[src/rtl/playback_ctrl_fsm_pkg.sv]
//------------------------------------------------------------------------------
// playback_pkg : states, key codes, commands and next-state rule for playback.
// Revision     : 1.0
//------------------------------------------------------------------------------
`default_nettype none

package playback_pkg;

  typedef enum logic [2:0] {
    IDLE      = 3'd0,
    FWD_PLAY  = 3'd1,
    FWD_PAUSE = 3'd2,
    BWD_PLAY  = 3'd3,
    BWD_PAUSE = 3'd4
  } state_t;

  typedef enum logic [2:0] {
    NONE    = 3'd0,
    PLAY    = 3'd1,
    PAUSE   = 3'd2,
    BACK    = 3'd3,
    FWD     = 3'd4,
    RESTART = 3'd5,
    FASTER  = 3'd6,
    SLOWER  = 3'd7
  } cmd_t;

  localparam logic [7:0] KEY_E    = 8'h45;
  localparam logic [7:0] KEY_E_LC = 8'h65;
  localparam logic [7:0] KEY_D    = 8'h44;
  localparam logic [7:0] KEY_D_LC = 8'h64;
  localparam logic [7:0] KEY_B    = 8'h42;
  localparam logic [7:0] KEY_B_LC = 8'h62;
  localparam logic [7:0] KEY_F    = 8'h46;
  localparam logic [7:0] KEY_F_LC = 8'h66;
  localparam logic [7:0] KEY_R    = 8'h52;
  localparam logic [7:0] KEY_R_LC = 8'h72;
`ifdef PLAYBACK_SPEED_CTRL_EN
  localparam logic [7:0] KEY_U    = 8'h55;
  localparam logic [7:0] KEY_U_LC = 8'h75;
  localparam logic [7:0] KEY_L    = 8'h4C;
  localparam logic [7:0] KEY_L_LC = 8'h6C;
`endif

  // Unlisted command/state pairs hold; unused encodings recover to IDLE.
  function automatic state_t next_state(input state_t s, input cmd_t c);
    state_t n;
    n = s;
    case (s)
      IDLE: begin
        if (c == PLAY)       n = FWD_PLAY;
        else if (c == BACK)  n = BWD_PAUSE;
      end
      FWD_PLAY: begin
        if (c == BACK)       n = BWD_PLAY;
        else if (c == PAUSE) n = FWD_PAUSE;
      end
      BWD_PLAY: begin
        if (c == FWD)        n = FWD_PLAY;
        else if (c == PAUSE) n = BWD_PAUSE;
      end
      FWD_PAUSE: begin
        if (c == PLAY)       n = FWD_PLAY;
        else if (c == BACK)  n = BWD_PAUSE;
      end
      BWD_PAUSE: begin
        if (c == PLAY)       n = BWD_PLAY;
        else if (c == FWD)   n = FWD_PAUSE;
      end
      default: n = IDLE;
    endcase
    return n;
  endfunction

endpackage

`default_nettype wire

[src/rtl/playback_ctrl_fsm_key_decode.sv]
//------------------------------------------------------------------------------
// key_decode : strobed ASCII key to playback command (case-insensitive).
// U/L speed keys decode only with PLAYBACK_SPEED_CTRL_EN.   Revision 1.0
//------------------------------------------------------------------------------
`default_nettype none

module key_decode
  import playback_pkg::*;
(
  input  logic       key_valid,
  input  logic [7:0] keyboard,
  output logic [2:0] cmd
);

  always_comb begin
    cmd = NONE;
    if (key_valid) begin
      case (keyboard)
        KEY_E, KEY_E_LC: cmd = PLAY;
        KEY_D, KEY_D_LC: cmd = PAUSE;
        KEY_B, KEY_B_LC: cmd = BACK;
        KEY_F, KEY_F_LC: cmd = FWD;
        KEY_R, KEY_R_LC: cmd = RESTART;
`ifdef PLAYBACK_SPEED_CTRL_EN
        KEY_U, KEY_U_LC: cmd = FASTER;
        KEY_L, KEY_L_LC: cmd = SLOWER;
`endif
        default:         cmd = NONE;
      endcase
    end
  end

endmodule

`default_nettype wire

[src/rtl/playback_ctrl_fsm.sv]
//------------------------------------------------------------------------------
// playback_ctrl_fsm : keyboard playback FSM, restart handshake, speed divider.
// Speed keys enabled by PLAYBACK_SPEED_CTRL_EN.              Revision 1.0
//------------------------------------------------------------------------------
`default_nettype none

module playback_ctrl_fsm
  import playback_pkg::*;
#(
  parameter int SPEED_W     = 8,
  parameter int DIV_DEFAULT = 16,
  parameter int DIV_MIN     = 4,
  parameter int DIV_MAX     = 64,
  parameter int DIV_STEP    = 2
) (
  input  logic               clk,
  input  logic               reset,
  input  logic               key_valid,
  input  logic [7:0]         keyboard,
  input  logic               restart_ack,
  output logic               start_reading,
  output logic               direction,
  output logic               restart_req,
  output logic [SPEED_W-1:0] speed_div,
  output logic [2:0]         state
);

  if (!(DIV_MIN <= DIV_DEFAULT && DIV_DEFAULT <= DIV_MAX &&
        DIV_MAX < (1 << SPEED_W) && DIV_STEP > 0)) begin : g_bad_cfg
    $error("playback_ctrl_fsm: illegal speed divider configuration");
  end

  logic [2:0] cmd_raw;
  cmd_t       cmd;
  state_t     state_q;
  state_t     state_nxt;

  key_decode u_key_decode (
    .key_valid (key_valid),
    .keyboard  (keyboard),
    .cmd       (cmd_raw)
  );

  assign cmd       = cmd_t'(cmd_raw);
  assign state_nxt = next_state(state_q, cmd);
  assign state     = state_q;

  // Outputs are registered from the next state so they line up with state_q.
  always_ff @(posedge clk or posedge reset) begin
    if (reset) begin
      state_q       <= IDLE;
      start_reading <= 1'b0;
      direction     <= 1'b1;
    end else begin
      state_q       <= state_nxt;
      start_reading <= (state_nxt == FWD_PLAY) || (state_nxt == BWD_PLAY);
      direction     <= !((state_nxt == BWD_PLAY) || (state_nxt == BWD_PAUSE));
    end
  end

  // An ack always wins, which also drops a RESTART key in the same cycle.
  always_ff @(posedge clk or posedge reset) begin
    if (reset) begin
      restart_req <= 1'b0;
    end else if (restart_ack) begin
      restart_req <= 1'b0;
    end else if (cmd == RESTART && state_q != IDLE) begin
      restart_req <= 1'b1;
    end
  end

`ifdef PLAYBACK_SPEED_CTRL_EN
  localparam logic [SPEED_W:0]   STEP_X = (SPEED_W+1)'(DIV_STEP);
  localparam logic [SPEED_W:0]   MIN_X  = (SPEED_W+1)'(DIV_MIN);
  localparam logic [SPEED_W:0]   MAX_X  = (SPEED_W+1)'(DIV_MAX);
  localparam logic [SPEED_W-1:0] DEF    = SPEED_W'(DIV_DEFAULT);

  logic [SPEED_W:0] faster_x;
  logic [SPEED_W:0] slower_x;

  // Guard bit flags a borrow on the way down and absorbs a carry on the way up.
  assign faster_x = {1'b0, speed_div} - STEP_X;
  assign slower_x = {1'b0, speed_div} + STEP_X;

  always_ff @(posedge clk or posedge reset) begin
    if (reset) begin
      speed_div <= DEF;
    end else if (cmd == FASTER) begin
      if (faster_x[SPEED_W] || faster_x < MIN_X)
        speed_div <= MIN_X[SPEED_W-1:0];
      else
        speed_div <= faster_x[SPEED_W-1:0];
    end else if (cmd == SLOWER) begin
      if (slower_x > MAX_X)
        speed_div <= MAX_X[SPEED_W-1:0];
      else
        speed_div <= slower_x[SPEED_W-1:0];
    end
  end
`else
  assign speed_div = SPEED_W'(DIV_DEFAULT);
`endif

endmodule

`default_nettype wire

[config.mk]
export PLATFORM = sky130hd
export DESIGN_NAME = playback_ctrl_fsm
export DESIGN_NICKNAME = d
export VERILOG_FILES = /design/src/rtl/playback_ctrl_fsm_pkg.sv /design/src/rtl/playback_ctrl_fsm_key_decode.sv /design/src/rtl/playback_ctrl_fsm.sv
export SDC_FILE = /design/constraint.sdc
export NUM_CORES = 1
export LEC_CHECK = 0
export ABC_AREA = 1
export CORE_MARGIN = 2
export CORE_UTILIZATION = 36
export DETAILED_ROUTE_END_ITERATION = 6
export PLACE_DENSITY = 0.8
export SLEW_MARGIN = 30
export SYNTH_ARGS = -nofsm -noshare
export SYNTH_HDL_FRONTEND = slang
export SYNTH_HIERARCHICAL = 1
export SYNTH_SLANG_ARGS = --single-unit
[constraint.sdc]
create_clock -name clk -period 1.19 [get_ports clk]
set_clock_uncertainty 0.15 [all_clocks]
set_input_delay 0.119 -clock clk [delete_from_list [all_inputs] [get_ports clk]]
set_output_delay 0.119 -clock clk [all_outputs]
set_load 0.01 [all_outputs]
* Word-level counts from Yosys, hierarchy flattened *
Index checks and enable logic that the tools add are counted.

storage, ports and cells
  input port bits = 12
  flip-flop bits (word level) = 6
  output and inout port bits = 14

operators by class
  reductions and logical operators = 13
  equal/unequal tests = 22
  muxes and demuxes = 13

operators with widths
  cell                  number
  $eq A8 B7 Y1 const B  10
  $mux W3               9
  $eq A3 B2 Y1 const B  5
  $pmux W3 S5           1
  $eq A3 B3 Y1 const B  4
  $pmux W3 S4           1
  $reduce_or A2 Y1      6
  $eq A3 B1 Y1 const B  3
  $logic_not A3 Y1      1
  $reduce_bool A3 Y1    1
  $logic_or A1 B1 Y1    2
  $mux W1               2
  $reduce_bool A2 Y1    1
  $logic_and A1 B1 Y1   1
  $logic_not A1 Y1      1

* Logic depth before layout (Yosys ltp) *
Gate-level depths: netlist of the first run.

  word-level depth = 11
  depth in mapped cells = 14
  mapped depth without buffers = 14

* Hierarchy *
The synthesis of the first run kept the hierarchy.

by module, submodules not included
  module             cells each  instances  area each (um^2)
  playback_ctrl_fsm  72          1          464.2
  key_decode         31          1          128.9

* Least setup slack after synthesis of the first run *
No wires, ideal clock.

  path kind = input port to flip-flop
  start = input port keyboard[7]
  end = register direction
  stages = 12
  setup slack = -0.235 ns
  required time = 0.964 ns
  arrival time = 1.199 ns
  cell sequence = inv_1 nand2_1 nor2_2 nand2_1 a21oi_1 inv_1 nand3_1 nand2_1 a21oi_2 nand2_2 nand2_1 nand2_1

on the way
  word-level cells in the longest chain between the ends = 11

ends and longest elaborated chain
  what                                            line                                                      text
  start: declaration                              playback_ctrl_fsm.sv:19                                   input logic [7:0] keyboard,
  $eq A8 B7 Y1                                    playback_ctrl_fsm_key_decode.sv:18                        case (keyboard)
  $reduce_or A2 Y1                                playback_ctrl_fsm_key_decode.sv:18
  $pmux W3 S5 *                                   playback_ctrl_fsm_key_decode.sv:18
  $mux W3 *                                       playback_ctrl_fsm_key_decode.sv:17                        if (key_valid) begin
  named net cmd[2]                                playback_ctrl_fsm.sv:34                                   cmd_t cmd;
  $eq A3 B3 Y1 (tied with other cells)            playback_ctrl_fsm_pkg.sv:59, playback_ctrl_fsm_pkg.sv:68
  $mux W3, on equally long branches (2 in a row)  --
  $pmux W3 S4 *                                   playback_ctrl_fsm_pkg.sv:49                               case (s)
  named net state_nxt[1]                          playback_ctrl_fsm.sv:36                                   state_t state_nxt;
  $eq A3 B2 Y1 or $eq A3 B3 Y1 (tied branches)    playback_ctrl_fsm.sv:57                                   direction <= !((state_nxt == BWD_PLAY) || (state_nxt == BWD_PAUSE));
  $logic_or A1 B1 Y1 *                            playback_ctrl_fsm.sv:57
  $logic_not A1 Y1 *                              playback_ctrl_fsm.sv:57
  end signal: assignment                          playback_ctrl_fsm.sv:57
  end: declaration                                playback_ctrl_fsm.sv:22                                   output logic direction,

The timed path passes the listed nets; every way through them passes the cells marked *.
A chain may end at the register's enable or synchronous reset.

* Final worst setup path of the first run *
  start = register state_q[2], in the netlist state[2]
  end = register direction

on the way
  word-level cells in the longest chain between the ends = 6

ends and longest elaborated chain
  what                                                       line                         text
  start: declaration                                         playback_ctrl_fsm.sv:35      state_t state_q;
  start signal: assignment                                   playback_ctrl_fsm.sv:55      state_q <= state_nxt;
  $eq A3 B2 Y1 (tied with other cells)                       playback_ctrl_fsm_pkg.sv:49
  $reduce_or A2 Y1 (no source line) (tied with other cells)  --
  $pmux W3 S4 *                                              playback_ctrl_fsm_pkg.sv:49
  $eq A3 B2 Y1 or $eq A3 B3 Y1 (tied branches)               playback_ctrl_fsm.sv:57
  $logic_or A1 B1 Y1 *                                       playback_ctrl_fsm.sv:57
  $logic_not A1 Y1 *                                         playback_ctrl_fsm.sv:57

Every way passes the cells marked *; elsewhere a longest branch is shown, timed or not.

==> results of run 1 <==
## power by group
| group | total [mW] | leakage (nW) | switching, mW | internal (mW) |
|---|---|---|---|---|
| clock network | 0.209 | 0.0150 | 0.0815 | 0.128 |
| logic | 0.663 | 0.430 | 0.372 | 0.292 |
| registers | 0.295 | 0.0714 | 0.0300 | 0.265 |
## flip-flops by register name, indices dropped and copies added (netlist names)
register and flops:
restart_req 1, direction 1, state 3, start_reading 1
## layout by cell type (no fill, tap or decap), types with 2 or more instances in the layout
cell type        count
a21oi_1              2
a21oi_4              2
buf_12               2
buf_2                4
buf_4                8
buf_6                5
clkbuf_4             3
clkdlybuf4s15_1      2
clkdlybuf4s50_1      2
conb_1               8
dfrtp_1              5
dlygate4sd2_1        3
inv_1               12
inv_2                4
inv_4                3
nand2_1             12
nand2_2             13
nand2_4              4
nand3_1              3
nand3_2              4
nand3_4              2
nor2_1               7
nor2_2               4
nor2_4               7
## layout make-up
type,instances,area (sq um),share of cell area [%]
tap,16,20.0,1.84
inverter,21,115,10.6
timing repair buffer,28,258,23.7
sequential,6,151,13.9
multi-input combinational,73,519,47.6
clock buffer,4,26.3,2.41
## worst max path at each step
stage / start / to / slack, ps / depth (start not counted)
final: state[2] / direction / -210 / 8
after global routing: keyboard[3] / direction / -310 / 14
after CTS: keyboard[3] / direction / -180 / 14
after detailed placement: keyboard[7] / direction / -830 / 15
after global placement: keyboard[3] / direction / -780 / 14
after floorplan: keyboard[3] / direction / -110 / 12
## cell families after synthesis
group | count (synthesis)
other | 2
buffers and inverters | 30
AOI/OAI and AO/OA | 7
DFF | 6
and+or+nand+nor | 58
## layer usage
metal	wire (um)	share of wire (%)	GRT usage, %	vias up
li1	-	-	-	347
met1	754	38	23.3	337
met2	1110	57	40.3	25
met3	56	2.8	6.53	4
met4	42	2.1	7.27	0
met5	0	0	0	-
## what timing repair did
| action | 4_1_cts | 5_1_grt |
|---|---|---|
| pin swaps | 25 | 20 |
| hold buffers | 1 | 0 |
| setup buffers | 2 | 0 |
| resized for setup | 76 | 29 |
| hold endpoints to repair | 5 | 0 |
| endpoints found under the setup margin | 12 | 10 |
==> metrics, run 1 <==
period utilization=117%; Seq/Total Area, Yosys=25.5%; Ys Warns=6; largest net degree at the start of global routing=7; final worst slack=-206 ps; CP Buf/Inv Count=2; fin crit period=roughly 1400 ps; top-area cell type share of the netlist area=between 20% and 30%; arrival time at the worst endpoint=between 1000 and 1500 ps; ranking of synthesized cells by area=dfrtp_1, nand2_1, inv_1; dominant synthesized flop cell=dfrtp_1; CP Launch Type=register; max cap viols=0; synthesized area=about 590 sq um; failing checks=setup timing; Hold Crit Endpoint=restart_req; Post-synth EDFFs=0; Critical Path, Cell by Cell=buf_4 > buf_4 > nor2_1 > nand3_1 > nand3_2 > nand2_2 > nand2_1 > nand2_1; Max rail drop VDD=a little over 0.001 V; PwrDens=between 1000 and 1500 nW/um^2; worst reg2reg path endpoint=direction; Leak Pwr=0.516 nW; Nets=approximately 150; Synth Area in Adders=0%; ANT cells=0; CTS Buffer Depth=2; Yosys top cell by area=dfrtp_1; count of final hold-check violations=0; Num CTS Buffers=3; Root Buffer=clkbuf_4; Commonest cells post-synth=nand2_1, inv_1, nor2_1, nand3_1, buf_4; Yosys cell types=16; Die Y=approximately 45 um; DP Wirelength=between 1000 and 1500 um; Max H-tree Level=1; # rows=14; GRT Total Usage=21.9%; delay of the slowest critical-path stage=370 ps; vias=~700; post-synthesis xor/xnor area fraction=0%; effective utilization at floorplan=38.9%; worst r2r path cells=8; fill count=around 110; CP max stage cell=dfrtp_1; Top Ports=26; die width=between 40 and 50 um; Post-synth ARST share=100%; post-synthesis compound-gate area fraction=7.59%; CTS tree=yes; most frequent cell after synthesis=nand2_1; CP Data Required Time=approximately 1200 ps; gr ovfl total=0; total wire length=approximately 2000 um; share of post-route cells with drive strength above 1=55.3%; Layout Cell Area excl Fill=about 1100 sq um; max-slew violation count=0; DR vias/cell=4.82; Worst Setup Path Type=reg -> reg; IO buf count=16; final core utilization=71.5%; run status=finished, violations left; clk sinks=6; placed insts=roughly 140; combinational family with the most area after synthesis=simple AND/OR/NAND/NOR gates; Final GP Congestion=approximately 0.8; Initial DRC Count=19; CORE AREA=roughly 1500 sq um; Worst Hold Class=in -> reg; 1st-pass router iterations=4; die area=1990 sq um; DR DRC count=0; vias in the first global route=739; Layout area overhead=83.8%; first-pass GRT wire length=3170 um; Placed Area=roughly 880 sq um; Sum Neg Setup Slack=-721 ps; worst hold stages=2; initial antenna violation count=0; crit-path max FO=5; mean post-synth cell area=approximately 5.8 sq um; Finished Layout Cells=~150; Post-Syn Instances=just over 100; WL/cell=between 10 and 15 um; simple-gate share of the synthesized area=between 40% and 50%; Synth Register Bits=6; Post-DRT Antenna Nets=0; Fmax=~0.7 GHz; Setup WS pre-CTS=-832 ps; Worst-path clk slew=~40 ps; reg2reg start=state[2]; power consumption=~1.2 mW; Hold WS=roughly 250 ps; RSZ-0062 raised after global routing=true; r2r setup slk=-210 ps; crit end category=register; CP delay by family, top=simple AND/OR/NAND/NOR gates; multiplexer area fraction after synthesis=0%; Hold Crit Start=restart_ack; Final Setup Violations=6; Worst-Skew Late Latency=~250 ps
Power figures use the tool's default switching activity.
==> inputs of run 2 (changes only) <==
--- a/config.mk
+++ b/config.mk
@@ -8,8 +8,10 @@
 export ABC_AREA = 1
 export CORE_MARGIN = 2
 export CORE_UTILIZATION = 36
+export CTS_CLUSTER_DIAMETER = 200
 export DETAILED_ROUTE_END_ITERATION = 6
 export PLACE_DENSITY = 0.8
+export REMOVE_ABC_BUFFERS = 1
 export SLEW_MARGIN = 30
 export SYNTH_ARGS = -nofsm -noshare
 export SYNTH_HDL_FRONTEND = slang
==> run 2 against run 1 <==
The run still ends with setup timing left. Hold slack worse by 6.7 ps. Setup slack better by 64 ps. Count of clock-buffer cells in the layout is the same. Sequential power rose by 12%. Final cell count stayed put. Fmax is 4.8% higher. Register-to-register slack better by 60 ps. Flip-flop and latch count did not move. Combinational power down 5.3%. Non-clock buffer count is the same. Die area stayed put. Sequential share of layout area rose by 1.3 points. Largest power group unchanged. Highest routed layer unchanged.
==> metrics, run 2 (synthesis results as in run 1) <==
run status=finished, violations left; failing checks=setup timing; Fmax=0.750 GHz (+4.8%); crit-path max FO=5 (unchanged); IO buf count=16 (unchanged); Worst Hold Class=in -> reg; Leak Pwr=0.497 nW (-3.7%); Root Buffer=clkbuf_4; DP Wirelength=1030 um (-18%); die area=1990 sq um (unchanged); power consumption=1.17 mW (+0.43%); crit end category=register; Top Ports=26 (unchanged); Worst-Skew Late Latency=260 ps (about the same); total wire length=1810 um (-7.8%); final worst slack=-143 ps (+63.5 ps); 1st-pass router iterations=5 (+1); CTS Buffer Depth=2 (unchanged); count of final hold-check violations=0 (unchanged); ANT cells=0 (unchanged); GR met2 Demand/Resource=30.4% (-9.9 points); Post-DRT Antenna Nets=0 (unchanged); RSZ-0062 raised after global routing=true; CP Buf/Inv Count=1 (-1); effective utilization at floorplan=38.9% (unchanged); Layout area overhead=70.5%; Die Y=44.6 um (unchanged); clk sinks=6 (unchanged); most common cell after layout, fill and taps aside=nand2_1; Worst-path clk slew=60 ps (+20 ps); Initial DRC Count=16 (-3); most used cell, CP=nand2_1; CP Data Required Time=1220 ps (about the same); Max H-tree Level=1 (unchanged); share of post-route cells with drive strength above 1=56.8% (+1.5 points); initial antenna violation count=0 (unchanged); first-pass GRT wire length=2650 um (-17%); CORE AREA=1520 sq um (unchanged); final core utilization=66.3% (-5.2 points); die width=44.6 um (unchanged); fin crit period=1330 ps (-63.5 ps); Critical Path, Cell by Cell=nand2_1 > nor2_2 > nand3_2 > nand2_2 > inv_1 > nand2_2 > nand2_1 > nand2_1; DR DRC count=0 (unchanged); Largest register FFs=3 (unchanged); # rows=14 (unchanged); CTS tree=yes; delay of the slowest critical-path stage=440 ps (+70 ps); busiest metal layer after global routing=met2; largest net degree at the start of global routing=8 (+1); vias=727 (+2.0%); WL/cell=12.2 um (-7.8%); DR vias/cell=4.91 (+2.0%); gr ovfl total=0 (unchanged); max cap viols=0 (unchanged); Worst Setup Path Type=reg -> reg; period utilization=112% (-5.3 points); vias in the first global route=648 (-12%); CP Launch Type=register; arrival time at the worst endpoint=1370 ps (-50 ps); Num CTS Buffers=3 (unchanged); most frequent cells in the layout=nand2_1, inv_1, nand2_2; Final Setup Violations=6 (unchanged); Nets=145 (unchanged); M1 GR Usage=21.1% (-2.2 points); GRT Total Usage=17.9% (-3.9 points); M3 GR Usage=5.31% (-1.2 points); CP max stage cell=dfrtp_1; CP delay by family, top=simple AND/OR/NAND/NOR gates; Final GP Congestion=0.863 (+11%); Max rail drop VDD=0.000982 V (-4.8%); max-slew violation count=0 (unchanged); PwrDens=1160 nW/um^2 (+8.3%)
-- run 2: worst register-to-register path: stages (launching register included) --
cell     delay, ps
dfrtp_1        440
nand2_1        120
nor2_2         150
nand3_2         90
nand2_2         90
inv_1           50
nand2_2         50
nand2_1         50
nand2_1         60
-- run 2: worst paths after layout --
kind / to / slack (ps) / cells past startpoint / start
max in group asynchronous: direction / 120 / 3 / reset
max: direction / -140 / 8 / state[0]
min reg2reg: restart_req / 390 / 2 / restart_req
max reg2reg: direction / -140 / 8 / state[0]
min in group asynchronous: start_reading / 490 / 3 / reset
min: restart_req / 250 / 2 / restart_ack
-- run 2: routing by layer --
| metal | wire [um] | vias to the layer above |
|---|---|---|
| met5 | 0 | - |
| met3 | 113 | 9 |
| met2 | 989 | 40 |
| li1 | - | 344 |
| met4 | 38 | 0 |
| met1 | 671 | 334 |
-- run 2: through the flow --
step | area, sq um | TNS (ps) | worst slack, ps | std cells | hold WS, ps
5_1_grt | 1010 | -957 | -221 | 148 | 265
6_report | 1010 | -489 | -143 | 148 | 248
3_3_place_gp | 791 | -4620 | -784 | 140 | 188
3_5_place_dp | 791 | -4830 | -818 | 140 | 203
4_1_cts | 958 | -331 | -107 | 148 | 254
2_1_floorplan | 551 | -1070 | -235 | 100 | -241
-- run 2: repair_timing --
item,in CTS,in global routing
setup endpoints to repair,12,9
gates resized for setup,90,25
pin swaps,29,17
endpoints found under the hold margin,5,0
hold buffers,1,0
setup buffers,3,0
-- run 2: layout make-up --
type / instances / area [sq um]
tap: 16 / 20.0
sequential: 6 / 154
timing repair buffer: 28 / 241
fill: 119 / 513
multi-input combinational: 73 / 478
clock buffer: 4 / 26.3
inverter: 21 / 91.3
-- run 2: report_power, final --
part           internal, mW  total [mW]  switching, mW
Combinational         0.287       0.628          0.341
Sequential            0.269       0.331         0.0624
Clock                 0.128       0.213         0.0849
Total                 0.684        1.17          0.488
